## config.mk

```make
export PLATFORM = sky130hd
export DESIGN_NAME = gsim_solver_param
export DESIGN_NICKNAME = d
export VERILOG_FILES = /design/src/rtl/gsim_solver_param.sv
export SDC_FILE = /design/constraint.sdc
export NUM_CORES = 2
export LEC_CHECK = 0
export ABC_AREA = 0
export CAP_MARGIN = 0
export CORE_MARGIN = 1
export CORE_UTILIZATION = 65
export DETAILED_ROUTE_END_ITERATION = 8
export GPL_TIMING_DRIVEN = 0
export MAX_ROUTING_LAYER = met4
export PLACE_DENSITY = 0.79
export SYNTH_ARGS = -nofsm -noshare
export SYNTH_HDL_FRONTEND = slang
export SYNTH_SLANG_ARGS = --single-unit
```

## constraint.sdc

```tcl
create_clock -name clk -period 77.9 [get_ports clk]
set_input_delay 15.58 -clock clk [delete_from_list [all_inputs] [get_ports clk]]
set_output_delay 15.58 -clock clk [all_outputs]
set_load 0.1 [all_outputs]
```

## src/rtl/gsim_solver_param.sv

```systemverilog
// Gauss-Seidel solver for the fixed symmetric 7-diagonal system A*x = b.
// It loads N b values, sweeps in place on fixed-point x, then streams x out under backpressure.
module gsim_solver_param #(
  parameter int N      = 16,
  parameter int B_W    = 16,
  parameter int X_W    = 32,
  parameter int FRAC   = 16,
  parameter int ITER_W = 8
) (
  input  logic                     clk,
  input  logic                     reset,
  input  logic                     in_valid,
  output logic                     in_ready,
  input  logic signed [B_W-1:0]    b_in,
  input  logic [ITER_W-1:0]        iter_limit,
  input  logic [X_W-1:0]           tol,
  output logic                     out_valid,
  input  logic                     out_ready,
  output logic signed [X_W-1:0]    x_out,
  output logic                     out_last,
  output logic [ITER_W-1:0]        out_iters,
  output logic                     converged
);

  // Handshake: a word moves only on a clock edge where valid && ready are both high;
  // a producer holding valid keeps its data stable until that edge.

  localparam int IDX_W = (N > 1) ? $clog2(N) : 1;
  localparam int PAD_W = $clog2(N + 6);
  localparam int NUM_W = ((X_W > B_W + FRAC) ? X_W : B_W + FRAC) + 8;
  localparam logic [IDX_W-1:0] LAST = IDX_W'(N - 1);

  localparam logic signed [NUM_W-1:0] C6     = NUM_W'(6);
  localparam logic signed [NUM_W-1:0] C13    = NUM_W'(13);
  localparam logic signed [NUM_W-1:0] C20    = NUM_W'(20);
  localparam logic signed [NUM_W-1:0] ONE_N  = NUM_W'(1);
  localparam logic signed [NUM_W-1:0] XMAX_N = {{(NUM_W-X_W+1){1'b0}}, {(X_W-1){1'b1}}};
  localparam logic signed [NUM_W-1:0] XMIN_N = {{(NUM_W-X_W+1){1'b1}}, {(X_W-1){1'b0}}};
  localparam logic signed [X_W-1:0]   XMAX   = {1'b0, {(X_W-1){1'b1}}};
  localparam logic signed [X_W-1:0]   XMIN   = {1'b1, {(X_W-1){1'b0}}};

  typedef enum logic [1:0] {LOAD, SOLVE, DRAIN} state_t;

  state_t                  state;
  logic signed [X_W-1:0]   x_mem [N];
  logic signed [B_W-1:0]   b_mem [N];
  logic [IDX_W-1:0]        idx;
  logic [ITER_W-1:0]       sweep_cnt;
  logic [ITER_W-1:0]       limit;
  logic [X_W-1:0]          tol_q;
  logic [X_W-1:0]          max_delta;

  logic signed [NUM_W-1:0] xp [N+6];
  logic [PAD_W-1:0]        rpk [7];
  logic signed [NUM_W-1:0] num;
  logic signed [NUM_W-1:0] quo;
  logic signed [NUM_W-1:0] rem;
  logic signed [X_W-1:0]   x_new;
  logic signed [X_W:0]     diff;
  logic signed [X_W:0]     neg_diff;
  logic [X_W-1:0]          delta;
  logic [X_W-1:0]          md_next;
  logic [IDX_W-1:0]        idx_nx;
  logic [ITER_W-1:0]       sweep_nx;
  logic                    tol_met;

  // Row update: x is zero-padded by 3 on each side so out-of-range neighbours read as 0.
  always_comb begin
    for (int k = 0; k < N + 6; k++) xp[k] = '0;
    for (int k = 0; k < N; k++) xp[k+3] = {{(NUM_W-X_W){x_mem[k][X_W-1]}}, x_mem[k]};
    for (int k = 0; k < 7; k++) rpk[k] = PAD_W'(idx) + PAD_W'(k);
    num = ({{(NUM_W-B_W){b_mem[idx][B_W-1]}}, b_mem[idx]} <<< FRAC)
        + C13 * (xp[rpk[2]] + xp[rpk[4]])
        - C6  * (xp[rpk[1]] + xp[rpk[5]])
        + xp[rpk[0]] + xp[rpk[6]];
    quo = num / C20;
    rem = num % C20;
    // Division truncates toward zero; step down once for negative inexact results.
    if (rem != '0 && num[NUM_W-1]) quo = quo - ONE_N;
    if (quo > XMAX_N)      x_new = XMAX;
    else if (quo < XMIN_N) x_new = XMIN;
    else                   x_new = quo[X_W-1:0];
    diff     = {x_new[X_W-1], x_new} - {x_mem[idx][X_W-1], x_mem[idx]};
    neg_diff = -diff;
    delta    = diff[X_W] ? neg_diff[X_W-1:0] : diff[X_W-1:0];
    md_next  = (delta > max_delta) ? delta : max_delta;
    idx_nx   = idx + IDX_W'(1);
    sweep_nx = sweep_cnt + ITER_W'(1);
    tol_met  = (md_next <= tol_q);
  end

  always_ff @(posedge clk or posedge reset) begin
    if (reset) begin
      state     <= LOAD;
      in_ready  <= 1'b0;
      out_valid <= 1'b0;
      x_out     <= '0;
      out_last  <= 1'b0;
      out_iters <= '0;
      converged <= 1'b0;
      idx       <= '0;
      sweep_cnt <= '0;
      limit     <= '0;
      tol_q     <= '0;
      max_delta <= '0;
      for (int k = 0; k < N; k++) begin
        x_mem[k] <= '0;
        b_mem[k] <= '0;
      end
    end else begin
      case (state)
        LOAD: begin
          in_ready <= 1'b1;
          if (in_valid && in_ready) begin
            b_mem[idx] <= b_in;
            if (idx == '0) begin
              limit <= (iter_limit == '0) ? ITER_W'(1) : iter_limit;
              tol_q <= tol;
            end
            if (idx == LAST) begin
              in_ready  <= 1'b0;
              idx       <= '0;
              sweep_cnt <= '0;
              max_delta <= '0;
              for (int k = 0; k < N; k++) x_mem[k] <= '0;
              state     <= SOLVE;
            end else begin
              idx <= idx_nx;
            end
          end
        end
        SOLVE: begin
          x_mem[idx] <= x_new;
          if (idx == LAST) begin
            sweep_cnt <= sweep_nx;
            idx       <= '0;
            max_delta <= '0;
            // Tolerance wins over the iteration limit when both hold.
            if (tol_met || sweep_nx == limit) begin
              state     <= DRAIN;
              out_valid <= 1'b1;
              x_out     <= x_mem[0];
              out_last  <= 1'b0;
              out_iters <= sweep_nx;
              converged <= tol_met;
            end
          end else begin
            idx       <= idx_nx;
            max_delta <= md_next;
          end
        end
        DRAIN: begin
          if (out_ready) begin
            if (idx == LAST) begin
              out_valid <= 1'b0;
              out_last  <= 1'b0;
              in_ready  <= 1'b1;
              idx       <= '0;
              state     <= LOAD;
            end else begin
              idx      <= idx_nx;
              x_out    <= x_mem[idx_nx];
              out_last <= (idx_nx == LAST);
            end
          end
        end
        default: state <= LOAD;
      endcase
    end
  end

endmodule

```

==> metrics.md, run 1 <==
| Metric | Value |
|---|---|
| Yosys warns | 0 |
| Synth area leaders | dfrtp_1 26%, mux4_2 15%, mux2_2 4.9% |
| Seq cells post-synth | 898 |
| Initial Util | 65.7% |
| Detailed Place HPWL | 334000 um |
| Synth area leader | dfrtp_1 |
| Synth Area in Adders | 8.65% |
| Syn_area_per_cell | 9.88 um2 |
| H-Tree Depth | 3 |
| Number of CTS-inserted buffers | 101 |
| Synth Flop Type | dfrtp_1 |
| Dpl cells | 10500 |
| Cts hold-fix bufs | 0 |
| # rows | 132 |
| Synth Area in Compound Gates | 20.3% |
| GRT Residual Overflow | 27 |
| Synthesized area | 0.0853 mm2 |
| Die width | 364 um |
| Sink Count | 898 |
| Number of global-route vias before repair | 91800 |
| Post-Synth XOR/XNOR Area | 3.85% |
| Final RePlAce weighted congestion | 1.34 |
| Sequential share of the synthesized area | 26.4% |
| Root Driver | clkbuf_16 |
| GR Util All Layers | 75.6% |
| Number of synthesized flops with an enable pin | 0 |
| Post-CTS setup buffers | 0 |
| Synth cell types | 183 |
| Die Y | 364 um |
| Main combinational cell family by area after synthesis | multiplexers |
| Area share of the largest cell type after synthesis | 26.4% |
| PortBufs | 103 |
| Last stage reached | 5_1_grt |
| Run status | did not finish |
| Max Buffers Root-to-Sink | 3 |
| CTS resizes | 0 |
| Place WS | 24.12 ns |
| Ports | 104 |
| Stop Error | [ERROR GRT-0116] Global routing finished with congestion. Check the congestion regions in the DRC Viewer. |
| Multiplexer share of the synthesized area | 23.6% |
| Pin count of the biggest net entering global routing | 134 |
| Synth Net Count | 9172 |
| First-pass GRT wire length | 687000 um |
| Simple-Gate Fraction of Synth Area | 11.5% |
| Mapped Cells | 8633 |
| FFs w/ async S/R, synth | 100% |
-- synthesized netlist by cell type (all sizes together), types with 148 or more instances --
library cell / count
clkbuf: 552
nand2: 704
mux2: 371
nand3: 196
nor2: 568
mux2i: 280
xnor2: 224
buf: 161
ha: 305
a22o: 436
inv: 367
fa: 174
mux4: 583
a21oi: 756
o21ai: 486
dfrtp: 898
o22ai: 148
-- cell families after synthesis --
logic type               count (synthesis)
buffers and inverters                 1087
AO/OA/AOI/OAI                         2533
AND/OR/NAND/NOR                       2042
multiplexers                          1234
adder cells (fa/ha/maj)                486
flip-flops                             898
XOR/XNOR                               353
-- stage by stage --
step,area (um2),util (%)
2_1_floorplan,85300,-
3_3_place_gp,88500,68.2
3_5_place_dp,89000,68.5
4_1_cts,92600,71.3
-- routing by layer --
metal,global-route usage (%),overflow
met1,76.4,0
met2,88.6,12
met3,62.5,3
met4,66.7,12
met5,-,-
==> inputs of run 2 (changes only) <==
CORE_UTILIZATION = 40   (was 65)
MAX_ROUTING_LAYER = unset   (was met4)
PLACE_DENSITY = unset   (was 0.79)
PLACE_DENSITY_LB_ADDON = 0.15   (was unset)
==> metrics.md, run 2 <==
| Metric | Value |
|---|---|
| Max reg flops | 512 |
| Pins Over Slew Limit | 269 |
| Crit path from | idx[1]$_DFFE_PP0P_ |
| DR iter-0 viols | 12900 |
| First-pass GRT wire length | 671000 um |
| Clk Latency, worst-skew pair | 0.87 ns |
| Commonest non-fill, non-tap cell in the layout | dfrtp_1 |
| Worst reg2reg setup slack | 20.80 ns |
| MaxCap Viol Count | 28 |
| RR Startpoint | idx[1]$_DFFE_PP0P_ |
| DP Area | 0.0909 mm2 |
| Vias | 82700 |
| Layout Cells excl Fill | 11800 |
| Nets | 9437 |
| Die Y | 464 um |
| Failing checks | DRC, capacitance limit, slew limit |
| Worst-margin pin slew | 1.74 ns |
| Hold path depth | 2 |
| Final worst-path cycle share | 73.3% |
| Clock slew at reported path FFs | 0.06 ns |
| Synthesized area | 0.0853 mm2 |
| Ports | 104 |
| WS Path Type | reg -> reg |
| Delay-heaviest family, CP | compound AO/OA/AOI/OAI gates |
| Critical Path Sink | x_out[11]$_DFFE_PP0P_ |
| CP max stage delay | 1.30 ns |
| Synth cell count leaders | 898 x dfrtp_1, 738 x a21oi_1, 699 x nand2_1, 575 x mux4_2, 553 x nor2_1 |
| Largest regs | x_mem (512), b_mem (256) |
| Final Hold Fails | 0 |
| CTS tree | yes |
| H-Tree Depth | 3 |
| Number of global-route vias before repair | 78900 |
| Detailed Place HPWL | 391000 um |
| Max_slew headroom | -16.0% |
| Seq cells post-synth | 898 |
| RSZ-0062 raised after global routing | false |
| Core area | 0.212 mm2 |
| Crit-path max FO | 11 |
| Die width | 464 um |
| Synth area leaders | dfrtp_1 26%, mux4_2 15%, mux2_2 4.9% |
| Root Driver | clkbuf_16 |
| Max Buffers Root-to-Sink | 3 |
| Worst Path Buf+Inv | 26 |
| First drt pass iteration count | 9 |
| Cts hold-fix bufs | 0 |
| Pin count of the biggest net entering global routing | 119 |
| Wire per inst | 42.3 um |
| Sink Count | 898 |
| Run status | complete, but fails checks |
| PortBufs | 103 |
| Syn-to-layout area delta | 11.4% |
| FF-to-FF End | x_out[11]$_DFFE_PP0P_ |
| Final wirelength | 502000 um |
| Startpoint types | register |
| Post-route ant nets | 0 |
| GR Util All Layers | 45.5% |
| Critical Path Most Common Cell | a21oi_1 |
| Die ar. | 0.215 mm2 |
| Syn_area_per_cell | 9.88 um2 |
| Via-per-instance ratio | 6.98 |
| R2R cell count | 185 |
| Number of synthesized flops with an enable pin | 0 |
| Setup crit end kind | register |
| Synth area leader | dfrtp_1 |
| Clock skew | 0.0629 ns |
| Synth Net Count | 9172 |
| Layout cells sized above 1 | 19.0% |
| Yosys warns | 0 |
| Hold Path Class | reg -> reg |
| Mapped Cells | 8633 |
| Initial Util | 40.2% |
| Setup violators final | 0 |
| Sequential share of the synthesized area | 26.4% |
| Synth cell types | 183 |
| Most frequent cells in the layout | 898 x dfrtp_1, 737 x a21oi_1, 699 x nand2_1 |
| Post-CTS setup buffers | 0 |
| Synth Flop Type | dfrtp_1 |
| Post-layout instance area | 0.0950 mm2 |
| Max Freq | 17.5 MHz |
| Initial antenna violation count | 40 |
| Dpl cells | 11600 |
| DR DRC count | 2 |
| FFs w/ async S/R, synth | 100% |
| CP arrival | 57.75 ns |
| Setup TNS | 0 ns |
| Cell with the most instances after synthesis | dfrtp_1 |
| Area share of the largest cell type after synthesis | 26.4% |
| # rows | 169 |
| GRT Residual Overflow | 0 |
| Number of CTS-inserted buffers | 109 |
| CTS resizes | 0 |
| Cell count along the critical path | 185 |
| Crit path time final | 57.10 ns |
| Critical-path top delay cell | nor4b_1 |
| Final RePlAce weighted congestion | 1.12 |
| Hold WS | 0.474 ns |
| Register bank with the most flops | x_mem |
| Required time of the critical path | 78.54 ns |
[run 2: tightest hold or removal path: stages (launching register included)]
cell	delay, ns
dfrtp_1	0.34
nand2_1	0.05
nand2_1	0.05
[run 2: cell families after synthesis]
group,count (synthesis),share of synthesized area [%]
compound gates,2533,20.3
simple gates,2042,11.5
mux,1234,23.6
buf+inv,1087,5.67
flops,898,26.4
fa+ha+maj,486,8.65
xor+xnor,353,3.85
[run 2: routing by layer]
layer	track usage [%]	vias to the layer above	part of all wire, %
li1	-	33100	-
met1	54.5	42000	37
met2	64.0	6031	41
met3	22.5	1510	14
met4	29.7	34	7.8
met5	0.446	-	0.085
[run 2: worst min path at each step]
stage,startpoint,slack [ns],end
after floorplan,b_mem[15]$_DFFE_PP0P_,0.44,b_mem[15]$_DFFE_PP0P_
after global placement,b_mem[2]$_DFFE_PP0P_,0.46,b_mem[2]$_DFFE_PP0P_
after detailed placement,b_mem[4]$_DFFE_PP0P_,0.46,b_mem[4]$_DFFE_PP0P_
after CTS,b_mem[4]$_DFFE_PP0P_,0.47,b_mem[4]$_DFFE_PP0P_
after global routing,x_out[13]$_DFFE_PP0P_,0.50,x_out[13]$_DFFE_PP0P_
final,b_mem[4]$_DFFE_PP0P_,0.47,b_mem[4]$_DFFE_PP0P_
[run 2: layout make-up]
type | instances | area, um2
clock inverters | 40 | 624
clock buffers | 161 | 3250
flip-flops and latches | 898 | 22500
well taps | 2821 | 3530
inverters | 369 | 1400
plain buffers | 718 | 3550
fillers | 20600 | 117000
multi-input cells | 6648 | 58100
repair buffers | 154 | 1950
diodes | 38 | 95.1
[run 2: through the flow]
stage | util [%] | worst slack, ns
2_1_floorplan | - | 37.08
3_3_place_gp | 42.4 | 18.52
3_5_place_dp | 42.9 | 22.31
4_1_cts | 44.7 | 22.13
5_1_grt | 44.8 | 19.19
6_report | 44.8 | 20.80
Power of run 2 is not shown: default switching activity piles up to over one toggle a cycle in this logic, so the estimate is an artifact.
